==> config.mk <==
export PLATFORM = sky130hd
export DESIGN_NAME = debug_loader_ctrl
export DESIGN_NICKNAME = d
export VERILOG_FILES = /design/src/rtl/debug_pkg.sv /design/src/rtl/pc_tx_serializer.sv /design/src/rtl/debug_loader_ctrl.sv
export SDC_FILE = /design/constraint.sdc
export NUM_CORES = 1
export LEC_CHECK = 0
export ABC_CLOCK_PERIOD_IN_PS = 5600
export CAP_MARGIN = 30
export CORE_MARGIN = 2
export CORE_UTILIZATION = 30
export CTS_BUF_LIST = sky130_fd_sc_hd__clkbuf_4 sky130_fd_sc_hd__clkbuf_8 sky130_fd_sc_hd__clkbuf_16
export DETAILED_ROUTE_END_ITERATION = 8
export PLACE_DENSITY = 0.53
export SYNTH_ARGS = -nofsm -noshare
export SYNTH_HDL_FRONTEND = slang
export SYNTH_SLANG_ARGS = --single-unit
==> constraint.sdc <==
create_clock -name clk -period 5.6 [get_ports clk]
set_input_delay 1.4 -clock clk [delete_from_list [all_inputs] [get_ports clk]]
set_output_delay 1.4 -clock clk [all_outputs]
set_load 0.005 [all_outputs]
==> src/rtl/debug_pkg.sv <==
// Shared definitions for the debug loader: FSM encoding, UART command bytes, widths.
package debug_pkg;

    localparam int BYTE_W = 8;
    localparam int WORD_W = 32;
    localparam int CNT_W  = 16;

    localparam logic [BYTE_W-1:0] CMD_LOAD = 8'h4C;
    localparam logic [BYTE_W-1:0] CMD_RUN  = 8'h52;
    localparam logic [BYTE_W-1:0] CMD_STEP = 8'h53;

    typedef enum logic [3:0] {
        S_IDLE,
        S_LD_CNT_HI,
        S_LD_CNT_LO,
        S_LD_BYTE,
        S_LD_WRITE,
        S_LD_DONE,
        S_RUN,
        S_STEP,
        S_TX_PC
    } state_e;

    // The core is held in reset for every loader state.
    function automatic logic is_load_state(state_e s);
        return s inside {S_LD_CNT_HI, S_LD_CNT_LO, S_LD_BYTE, S_LD_WRITE, S_LD_DONE};
    endfunction

endpackage

==> src/rtl/pc_tx_serializer.sv <==
// Latches a 32-bit word and emits it as 4 bytes, MSB first, over a valid/ready port.
module pc_tx_serializer
    import debug_pkg::*;
(
    input  logic              clk_i,
    input  logic              rst_i,
    input  logic              load_i,
    input  logic [WORD_W-1:0] pc_i,
    input  logic              tx_ready_i,
    output logic              tx_valid_o,
    output logic [BYTE_W-1:0] tx_data_o,
    output logic              done_o
);

    logic [WORD_W-1:0] shreg_q, shreg_d;
    logic [1:0]        cnt_q, cnt_d;
    logic              active_q, active_d;
    logic              fire;

    assign fire = active_q & tx_ready_i;

    always_comb begin
        shreg_d  = shreg_q;
        cnt_d    = cnt_q;
        active_d = active_q;
        if (load_i) begin
            shreg_d  = pc_i;
            cnt_d    = 2'd0;
            active_d = 1'b1;
        end else if (fire) begin
            // Shifting zeros in leaves tx_data at 0 once the word has drained.
            shreg_d = {shreg_q[WORD_W-BYTE_W-1:0], {BYTE_W{1'b0}}};
            cnt_d   = cnt_q + 2'd1;
            if (cnt_q == 2'd3) active_d = 1'b0;
        end
    end

    always_ff @(posedge clk_i or posedge rst_i) begin
        if (rst_i) begin
            shreg_q  <= '0;
            cnt_q    <= '0;
            active_q <= 1'b0;
        end else begin
            shreg_q  <= shreg_d;
            cnt_q    <= cnt_d;
            active_q <= active_d;
        end
    end

    assign tx_valid_o = active_q;
    assign tx_data_o  = shreg_q[WORD_W-1 -: BYTE_W];
    assign done_o     = fire && (cnt_q == 2'd3);

endmodule

==> src/rtl/debug_loader_ctrl.sv <==
// Run-control / program loader: UART byte stream -> instruction memory, run/step gating, PC readback.
module debug_loader_ctrl
    import debug_pkg::*;
#(
    parameter int MAX_WORDS = 256
) (
    input  logic              clk,
    input  logic              reset,
    input  logic              rx_valid,
    input  logic [BYTE_W-1:0] rx_data,
    input  logic              tx_ready,
    output logic              tx_valid,
    output logic [BYTE_W-1:0] tx_data,
    input  logic              cpu_halt,
    input  logic [WORD_W-1:0] cpu_pc,
    output logic              cpu_reset,
    output logic              cpu_en,
    output logic              inst_mem_wr_en,
    output logic [WORD_W-1:0] inst_mem_addr,
    output logic [WORD_W-1:0] inst_mem_data,
    output logic              busy
);

    localparam logic [CNT_W:0] MAX_W = (CNT_W+1)'(MAX_WORDS);

    state_e             state_q, state_d;
    logic [CNT_W-1:0]   cnt_q, cnt_d;
    logic [CNT_W-1:0]   idx_q, idx_d;
    logic [WORD_W-1:0]  word_q, word_d;
    logic [1:0]         bcnt_q, bcnt_d;
    logic               cpu_reset_q;
    logic [CNT_W-1:0]   idx_nxt;
    logic               in_range;
    logic               tx_load;
    logic               tx_done;

    assign idx_nxt  = idx_q + 1'b1;
    assign in_range = {1'b0, idx_q} < MAX_W;
    assign tx_load  = (state_q != S_TX_PC) && (state_d == S_TX_PC);

    always_ff @(posedge clk or posedge reset) begin
        if (reset) state_q <= S_IDLE;
        else       state_q <= state_d;
    end

    always_comb begin
        state_d = state_q;
        unique case (state_q)
            S_IDLE: if (rx_valid) begin
                if      (rx_data == CMD_LOAD) state_d = S_LD_CNT_HI;
                else if (rx_data == CMD_RUN)  state_d = S_RUN;
                else if (rx_data == CMD_STEP) state_d = S_STEP;
            end
            S_LD_CNT_HI: if (rx_valid) state_d = S_LD_CNT_LO;
            S_LD_CNT_LO: if (rx_valid)
                state_d = ({cnt_q[CNT_W-1:BYTE_W], rx_data} == '0) ? S_LD_DONE : S_LD_BYTE;
            S_LD_BYTE:  if (rx_valid && bcnt_q == 2'd3) state_d = S_LD_WRITE;
            S_LD_WRITE: state_d = (idx_nxt == cnt_q) ? S_LD_DONE : S_LD_BYTE;
            S_LD_DONE:  state_d = S_IDLE;
            S_RUN:      if (cpu_halt) state_d = S_TX_PC;
            S_STEP:     state_d = S_TX_PC;
            S_TX_PC:    if (tx_done) state_d = S_IDLE;
            default:    state_d = S_IDLE;
        endcase
    end

    always_comb begin
        cnt_d  = cnt_q;
        idx_d  = idx_q;
        word_d = word_q;
        bcnt_d = bcnt_q;
        unique case (state_q)
            S_IDLE: if (rx_valid && rx_data == CMD_LOAD) begin
                idx_d  = '0;
                bcnt_d = '0;
                word_d = '0;
            end
            S_LD_CNT_HI: if (rx_valid) cnt_d[CNT_W-1:BYTE_W] = rx_data;
            S_LD_CNT_LO: if (rx_valid) cnt_d[BYTE_W-1:0] = rx_data;
            S_LD_BYTE: if (rx_valid) begin
                word_d = {word_q[WORD_W-BYTE_W-1:0], rx_data};
                bcnt_d = bcnt_q + 2'd1;
            end
            S_LD_WRITE: begin
                idx_d = idx_nxt;
                // A byte landing during the write cycle starts the next word.
                if (rx_valid && idx_nxt != cnt_q) begin
                    word_d = {word_q[WORD_W-BYTE_W-1:0], rx_data};
                    bcnt_d = bcnt_q + 2'd1;
                end
            end
            S_LD_DONE: idx_d = '0;
            default: ;
        endcase
    end

    always_ff @(posedge clk or posedge reset) begin
        if (reset) begin
            cnt_q       <= '0;
            idx_q       <= '0;
            word_q      <= '0;
            bcnt_q      <= '0;
            cpu_reset_q <= 1'b1;
        end else begin
            cnt_q       <= cnt_d;
            idx_q       <= idx_d;
            word_q      <= word_d;
            bcnt_q      <= bcnt_d;
            cpu_reset_q <= is_load_state(state_d);
        end
    end

    always_comb begin
        cpu_reset      = cpu_reset_q;
        cpu_en         = (state_q == S_RUN || state_q == S_STEP) && !cpu_halt;
        inst_mem_wr_en = (state_q == S_LD_WRITE) && in_range;
        inst_mem_addr  = {{(WORD_W-CNT_W-2){1'b0}}, idx_q, 2'b00};
        inst_mem_data  = word_q;
        busy           = (state_q != S_IDLE);
    end

    pc_tx_serializer u_tx (
        .clk_i      (clk),
        .rst_i      (reset),
        .load_i     (tx_load),
        .pc_i       (cpu_pc),
        .tx_ready_i (tx_ready),
        .tx_valid_o (tx_valid),
        .tx_data_o  (tx_data),
        .done_o     (tx_done)
    );

endmodule

==> impl_metrics.toml <==
[run_status]
status = "complete, no violations"

[synthesis]
synth-edff-count = 0
synth_seq_area_share_pct = 49.6
synthTopCellsByCount = "105 x dfrtp_1, 71 x nand2_1, 60 x o21ai_0"
synth_most_common_cell = "dfrtp_1"
synth_top_area_share_pct = 49.1
synth-async-reset-ratio_pct = 100
syn_area_um2 = 5350
synth_cell_types = 55
synth.largest_area_cell = "dfrtp_1"
synth.ff_latch_count = 106
yosys_most_used_dff = "dfrtp_1"
synth_cells = 530
syn_avg_cell_area_um2 = 10.1
ys_warn_count = 0
synth.area.top_cells = "dfrtp_1 49%, o21ai_0 5.6%, a22o_1 5.1%"

[die]
die-width_um = 138
die_area_um2 = 18900
die_h_um = 138
rows = 48
core-area_um2 = 17400
start_util_pct = 30.8
ios = 122

[critical_path]
criticalPathCategory = "in -> out"
rrSetupSlack_ns = 1.95
startpoint_type = "primary input"
cp.arrival_ns = 2.70
r2r_cells = 10
crit_path_start = "cpu_halt"
regToRegEndpoint = "bcnt_q[0]"
r2r_start = "idx_q[0]"
crit_fanout = 3
endpoint_kind = "primary output"
crit_required_ns = 4.20

[clock_network]
clk_path_buf_depth = 2
cts_tree = "built"
clkLatencyLatePin_ns = 0.35
postCtsHoldBufs = 0
htreeDepth = 3
cts.sinks = 106
cts_made_buffers = 9
root_buffer = "clkbuf_16"
path_clk_slew_ns = 0.06
cts_resized = 0
cts_setup_buffers = 0

[sta]
skew_ns = 0.0106
max_slew.worst_pin.slew_ns = 0.936
drv_slew = 0
timing.slew.headroom_pct = 37.4
hold_viol = 0
setup_viol = 0
fmax_mhz = 244
holdWs_ns = 0.508
rsz0062_at_grt = "no"
timing.final.crit_share_pct = 73.2
min_period_ns = 4.10
finalSetupTns_ns = 0

[grt]
grt_usage_pct = 14.8
antenna_found_initial = 0
grt_max_degree = 48
grt_pass1_wl_um = 21700
grt_pass1_vias = 4180
grt-ovfl-total = 0

[pwr]
p_total_mw = 3.44
vdd_drop_max_mv = 0.225
p_leak_nw = 2.91
pwr_density_cell_nw_per_um2 = 506

[final_layout]
antenna_cells = 0
utilization_pct = 39.2
drive_gt1_share_pct = 9.55
nNetsFinal = 662
areaGrowthSynthToFinish_pct = 27.2

[detailed_routing]
drtIter0Drc = 179
wirelength_um = 13400
drc = 0
avgViaCountPerCell = 4.97
antenna_left = 0
drtPass1Iterations = 4
dr_total_vias = 4189
wire_per_inst_um = 15.9

[hold_path]
hold_path.class = "reg -> reg"
hold_start = "bcnt_q[1]"
min_to = "bcnt_q[1]"
worstHoldPathCells = 1

[placed_design]
place_congestion = 0.807
io_buffers = 105
hpwlAfterDp_um = 9540

[run]
max_cap_violations = 0
## worst max path at each step
stage	to	slack, ns
2_1_floorplan	bcnt_q[0]	1.41
3_3_place_gp	cpu_en	1.49
3_5_place_dp	cpu_en	1.49
4_1_cts	cpu_en	1.48
5_1_grt	cpu_en	1.41
6_report	cpu_en	1.50
## metrics by stage
| step | cell area, µm² | instances | setup slack [ns] |
|---|---|---|---|
| finish | 6800 | 843 | 1.50 |
| global route | 6800 | 843 | 1.41 |
| CTS | 6800 | 843 | 1.48 |
| detailed placement | 6500 | 828 | 1.49 |
| global placement | 6460 | 825 | 1.49 |
| floorplan | 5410 | 545 | 1.41 |
## cells by family (layout without fill, tap and decap cells)
family          count (synthesis)  after routing  synth area share [%]
buf+inv                        63            136                  6.67
flops                         106            106                  49.6
other cells                     1             16                0.0701
simple gates                  161            161                  14.8
fa+ha+maj                       3              3                 0.702
compound gates                127            127                  15.5
xor+xnor                       26             26                  4.26
mux                            43             43                  8.47
## per-layer routing
layer	vias up	part of all wire [%]	global-route usage, %
li1	2020	-	-
met5	-	0	0
met2	118	46	23.2
met3	10	4.5	3.35
met1	2041	49	20.2
met4	0	1.1	4.41
## worst max-delay path, cell delays in order
cell	delay (ns)
clkdlybuf4s50_1	0.42
nor2_1	0.22
and2_1	0.17
clkdlybuf4s50_1	0.49
## power by group
part	switching [mW]	internal, mW
Sequential	0.374	1.08
Clock	0.276	0.362
Combinational	0.572	0.774
## cell usage in the layout (no fill, tap or decap), drive strengths merged, types with 4 or more instances in the layout
master	count
nor2	28
and3	4
nand3	11
a31oi	5
conb	16
mux2i	25
dfrtp	105
mux2	18
clkbuf	11
nor4	11
clkdlybuf4s50	105
inv	7
xnor2	16
nand4	4
or4	4
a22o	33
buf	9
xor2	10
o21ai	62
nand4b	4
a21oi	11
nand2	72
nor3	12
## registers in the layout, summed over array words and instances, names as in the netlist
| signal | cells |
|---|---|
| bcnt_q | 2 |
| cnt_q | 16 |
| inst_mem_data | 32 |
| cpu_reset | 1 |
| idx_q | 16 |
| state_q | 4 |
| u_tx.tx_valid_o | 1 |
| u_tx.shreg_q | 32 |
| u_tx.cnt_q | 2 |
## area by class of cell
| class | count | area (µm²) |
|---|---|---|
| Clock buffer | 11 | 246 |
| Clock inverter | 4 | 52.6 |
| Fill cell | 1699 | 10600 |
| Inverter | 7 | 28.8 |
| Multi-Input combinational cell | 376 | 2400 |
| Sequential cell | 106 | 2650 |
| Tap cell | 225 | 282 |
| Timing Repair Buffer | 114 | 1140 |
Note: power is estimated with default switching activity, not from simulation.
